`config.mk`:
```
export PLATFORM = sky130hd
export DESIGN_NAME = alu_result_reg
export DESIGN_NICKNAME = d
export VERILOG_FILES = /design/src/rtl/alu_result_reg.sv
export SDC_FILE = /design/constraint.sdc
export NUM_CORES = 1
export LEC_CHECK = 0
export ABC_AREA = 1
export CAP_MARGIN = 20
export CORE_ASPECT_RATIO = 1.25
export CORE_MARGIN = 2
export CORE_UTILIZATION = 59
export DETAILED_ROUTE_END_ITERATION = 10
export DONT_BUFFER_PORTS = 1
export GPL_TIMING_DRIVEN = 0
export PLACE_DENSITY = 0.77
export SLEW_MARGIN = 10
export SYNTH_ARGS = -nofsm -noshare
export SYNTH_HDL_FRONTEND = slang
export SYNTH_SLANG_ARGS = --single-unit
```
`constraint.sdc`:
```
create_clock -name clk -period 1 [get_ports clk]
set_input_delay 0.2 -clock clk [delete_from_list [all_inputs] [get_ports clk]]
set_output_delay 0.2 -clock clk [all_outputs]
set_load 0.05 [all_outputs]
```
`src/rtl/alu_result_reg.sv`:
```
// alu_result_reg: EX/MEM result register with architectural Z/V/N flags.
// Captures the ALU result, destination index and write request one cycle
// after EX, and updates the flag register from flag-setting opcodes.
// Optional build macro: FLAG_BYPASS_EN
//   defined   -> flag_fwd carries the next-state flags in the same cycle
//                when a flag-setting instruction is being captured
//   undefined -> flag_fwd is the registered flag value only
module alu_result_reg #(
    parameter int DATA_W = 16
) (
    input  logic              clk,
    input  logic              rst,
    input  logic              stall,
    input  logic              flush,
    input  logic              valid_in,
    input  logic [3:0]        alu_op,
    input  logic [DATA_W-1:0] alu_out,
    input  logic              ovfl_in,
    input  logic [3:0]        dst_reg_in,
    input  logic              reg_wr_in,
    output logic [DATA_W-1:0] result_out,
    output logic [3:0]        dst_reg_out,
    output logic              reg_wr_out,
    output logic              valid_out,
    output logic              flag_z,
    output logic              flag_v,
    output logic              flag_n,
    output logic [2:0]        flag_fwd
);

    localparam logic [3:0] OP_ADD    = 4'b0000;
    localparam logic [3:0] OP_SUB    = 4'b0001;
    localparam logic [3:0] OP_XOR    = 4'b0010;
    localparam logic [3:0] OP_SLL    = 4'b0100;
    localparam logic [3:0] OP_SRA    = 4'b0101;
    localparam logic [3:0] OP_ROR    = 4'b0110;

    logic [DATA_W-1:0] result_d, result_q;
    logic [3:0]        dst_reg_d, dst_reg_q;
    logic              reg_wr_d, reg_wr_q;
    logic              valid_d, valid_q;
    logic              flag_z_d, flag_z_q;
    logic              flag_v_d, flag_v_q;
    logic              flag_n_d, flag_n_q;

    logic cap;
    logic sets_z;
    logic sets_vn;
    logic flag_upd;

    // Opcode decode: which flags the current EX instruction is allowed to write
    always_comb begin
        sets_z  = 1'b0;
        sets_vn = 1'b0;
        case (alu_op)
            OP_ADD, OP_SUB: begin
                sets_z  = 1'b1;
                sets_vn = 1'b1;
            end
            OP_XOR, OP_SLL, OP_SRA, OP_ROR: sets_z = 1'b1;
            default: ;
        endcase
        cap      = ~rst & ~flush & ~stall;
        flag_upd = cap & valid_in & (sets_z | sets_vn);
    end

    // Next-state: flush clears the slot, stall holds, otherwise capture
    always_comb begin
        result_d  = result_q;
        dst_reg_d = dst_reg_q;
        reg_wr_d  = reg_wr_q;
        valid_d   = valid_q;
        flag_z_d  = flag_z_q;
        flag_v_d  = flag_v_q;
        flag_n_d  = flag_n_q;
        if (flush) begin
            result_d  = '0;
            dst_reg_d = '0;
            reg_wr_d  = 1'b0;
            valid_d   = 1'b0;
        end else if (cap) begin
            result_d  = alu_out;
            dst_reg_d = dst_reg_in;
            reg_wr_d  = reg_wr_in & valid_in;
            valid_d   = valid_in;
            if (valid_in && sets_z) begin
                flag_z_d = (alu_out == '0);
            end
            if (valid_in && sets_vn) begin
                flag_n_d = alu_out[DATA_W-1];
                flag_v_d = ovfl_in;
            end
        end
    end

    // State register with synchronous reset overriding flush and stall
    always_ff @(posedge clk) begin
        if (rst) begin
            result_q  <= '0;
            dst_reg_q <= '0;
            reg_wr_q  <= 1'b0;
            valid_q   <= 1'b0;
            flag_z_q  <= 1'b0;
            flag_v_q  <= 1'b0;
            flag_n_q  <= 1'b0;
        end else begin
            result_q  <= result_d;
            dst_reg_q <= dst_reg_d;
            reg_wr_q  <= reg_wr_d;
            valid_q   <= valid_d;
            flag_z_q  <= flag_z_d;
            flag_v_q  <= flag_v_d;
            flag_n_q  <= flag_n_d;
        end
    end

    assign result_out  = result_q;
    assign dst_reg_out = dst_reg_q;
    assign reg_wr_out  = reg_wr_q;
    assign valid_out   = valid_q;
    assign flag_z      = flag_z_q;
    assign flag_v      = flag_v_q;
    assign flag_n      = flag_n_q;

`ifdef FLAG_BYPASS_EN
    // Branch unit sees the flags the current instruction is about to write
    always_comb begin
        flag_fwd = {flag_z_q, flag_v_q, flag_n_q};
        if (flag_upd) begin
            flag_fwd = {flag_z_d, flag_v_d, flag_n_d};
        end
    end
`else
    // Branch unit sees registered flags only; flag_upd has no consumer here
    always_comb begin
        flag_fwd = {flag_z_q, flag_v_q, flag_n_q};
        if (flag_upd && 1'b0) begin
            flag_fwd = 3'b000;
        end
    end
`endif

endmodule

```
==> impl_results.md <==
- Critical hold path startpoint: alu_out[13]
- Worst slack, placed: 0.006737 ns
- Overall power: 1.732 mW
- Layout net count: approximately 190
- TritonCTS clock tree: done
- Final Max Tran Viols: 0
- Combinational Power Share: slightly above 10%
- Crit-path cells: buf_8
- Die Y: between 40 and 50 um
- Routed len/inst: 14.30 um
- Mapped Nets: 166
- Slowest cell on crit path: dfxtp_4
- Sequential Power Share: 63.6%
- First-pass GRT wire length: 3663 um
- FILL cells: roughly 100
- Sequential cell area: 594.3 um^2
- Peak supply drop: around 1200 uV
- WP data arrival: around 1 ns
- Number of port buffers: 0
- Post-synth top area share: 51.61%
- Worst Path Required: 0.80 ns
- Placer congestion estimate: just over 0.7
- Final hold slack: about 0.0026 ns
- Routed WL: between 2000 and 2500 um
- Largest family of logic cells by synthesized area: simple AND/OR/NAND/NOR gates
- Clk pwr share: between 20% and 30%
- Routed Antenna Nets: 0
- Clock Path Buffers: 2
- # clock sinks: 25
- Post-Syn Area: 969.7 um^2
- Compound-Gate Fraction of Synth Area: 12.90%
- Fin crit period: about 1.2 ns
- Clk_lat worst skew: 0.31 ns
- Netlist cell types: 14
- WS Path Type: reg2out
- CP top delay family: flip-flops
- CP Max Fanout: 3
- Post-Syn Instances: 135
- Vias in the first global route: between 900 and 1k
- Synth Area in XOR/XNOR: 0%
- Status: complete, but fails checks
- R2r setup slk: 0.19 ns
- Switching part of the total: 29.66%
- Postcts setup bufs: 0
- Number of synthesized register bits: 25
- P_leak: 0.4983 nW
- Clock slew at reported path FFs: between 0.1 and 0.15 ns
- Adder-cell share of the synthesized area: 0%
- Syn. warnings: 0
- Clock root buffer: clkbuf_4
- Final worst slack: -0.1767 ns
- Largest net degree at the start of global routing: 16
- Post-synth top area cell: dfxtp_1
- Initial antenna violation count: 0
- Largest stage delay, worst path: 0.48 ns
- TritonCTS Buffers: 3
- Drt first pass iters: 4
- Slew headroom: 71.78%
- Avg Synthesized Cell Area: 7.183 um^2
- Worst setup SP type: register
- Hold Path Depth: 2
- Synthesis-to-finish area growth: 33.94%
- Share of cells above drive strength 1: 26.45%
- Buffer and inverter count on the worst path: 1
- CP Capture Type: output pin
- Max_cap viols: 0
- Hold Path Class: in2reg
- Placed wire-length estimate: 1512 um
- DP Area: approximately 1000 um^2
- Sequential-to-total area share from yosys stat: 51.61%
- Most frequent cells in the layout: 50 x nand2_1, 25 x dfxtp_4, 22 x a21oi_1
- Vias/cell: 5.329
- Pwr/cell area: 1333 mW/mm^2
- Simple-Gate Fraction of Synth Area: roughly 28%
- Final Instance Area: 0.001299 mm^2
- Achievable Freq: 849.8 MHz
- Worst-Margin Slew: 0.4233 ns
- Sw Pwr: 0.5136 mW
- Ports: 59
- Path depth of the worst reg2reg path: 4
- Die width: about 40 um
- Die area: approximately 0.002 mm^2
- Starting Density: 62.10%
- Crit path launch: flag_z$_SDFFE_PP0P_
- Area contributors post-synth: dfxtp_1 52%, nand2_1 19%, a21oi_1 11%
- Reg2reg start: flag_z$_SDFFE_PP0P_
- Int Power: 1.218 mW
- Total Routing Usage GR: 25.90%
- Commonest non-fill, non-tap cell in the layout: nand2_1
- # diodes: 0
- Endpoints failing setup: 5
- RSZ-0062 raised after global routing: true
- Period utilization: 117.7%
- Rows: 16
- Hold endpoint: result_out[13]$_SDFFE_PP0N_
- Floorplan core area: 0.001562 mm^2
- DRC Markers: 0
- GRT overflow: 0
- Initial drt markers: 19
- Worst R2R End: flag_z$_SDFFE_PP0P_
- Final Hold Vio Count: 0
- Combined area of the multi-input logic cells: 399.1 um^2
- DR vias: 922
- Final core area utilization: between 80% and 90%
- Final Skew: 0 ns
- Failing checks: negative setup slack
- H-tree lvl count: 1
- Mux contribution to synthesized area: 0%
==> state kept, by name, summed over array words and instances (netlist names) <==
name and count:
result_out 16, dst_reg_out 4, flag_n 1, flag_v 1
flag_z 1, reg_wr_out 1, valid_out 1
==> through the flow <==
step,setup TNS [ns],cells
after detailed placement,0,153
after CTS,-0.5173,170
after global routing,-0.9019,173
after global placement,0,153
after floorplan,0,135
final,-0.5196,173
==> worst max-delay path by stage <==
stage	end	slack, ns	cells after the start
6_report	flag_fwd[2]	-0.18	1
5_1_grt	flag_fwd[0]	-0.19	1
4_1_cts	flag_fwd[2]	-0.17	1
3_5_place_dp	result_out[14]$_SDFFE_PP0N_	0.007	2
3_3_place_gp	flag_fwd[2]	0.06	1
2_1_floorplan	flag_fwd[0]	0.07	1
==> cell usage after synthesis (all sizes together) <==
cell type,instances
nand2,51
dfxtp,25
a21oi,22
nor2,18
buf,8
inv,5
o21ai,3
nor3,2
clkbuf,1
==> logic make-up after synthesis <==
| family | count (synthesis) |
|---|---|
| DFF | 25 |
| AOI/OAI and AO/OA | 25 |
| buffers and inverters | 14 |
| and+or+nand+nor | 71 |
==> what timing repair did <==
item,CTS,global route
hold endpoints to repair,13,3
pin swaps,0,0
resized for setup,53,0
setup endpoints to repair,32,25
hold buffers,13,3
==> cell type report <==
| type | count | area share, % |
|---|---|---|
| sequential | 25 | 45.76 |
| multi-input combinational | 96 | 30.73 |
| timing repair buffer | 16 | 12.33 |
| buffer | 9 | 5.684 |
| clock buffer | 3 | 1.734 |
| tap | 18 | 1.734 |
| inverter | 5 | 1.445 |
| clock inverter | 1 | 0.5780 |
==> worst register-to-register path: stages (launching register included) <==
cell and delay (ns):
dfxtp_4 0.48, inv_1 0.06, nand2_1 0.06, nand2_1 0.05, nor2_1 0.09
==> power groups by stage <==
stage | sequential, mW | clock (mW) | combinational (mW)
floorplan | 1.16 | 0 | 0.0994
global placement | 1.17 | 0 | 0.118
detailed placement | 1.17 | 0 | 0.121
CTS | 1.10 | 0.464 | 0.164
global route | 1.11 | 0.511 | 0.197
finish | 1.10 | 0.451 | 0.179
==> per-layer routing <==
metal  global-route usage (%)  wire [um]
met1                    27.62        864
met5                        0          0
met3                    5.479        188
met4                    12.22         70
met2                    44.89       1351
Power figures use the tool's default switching activity.
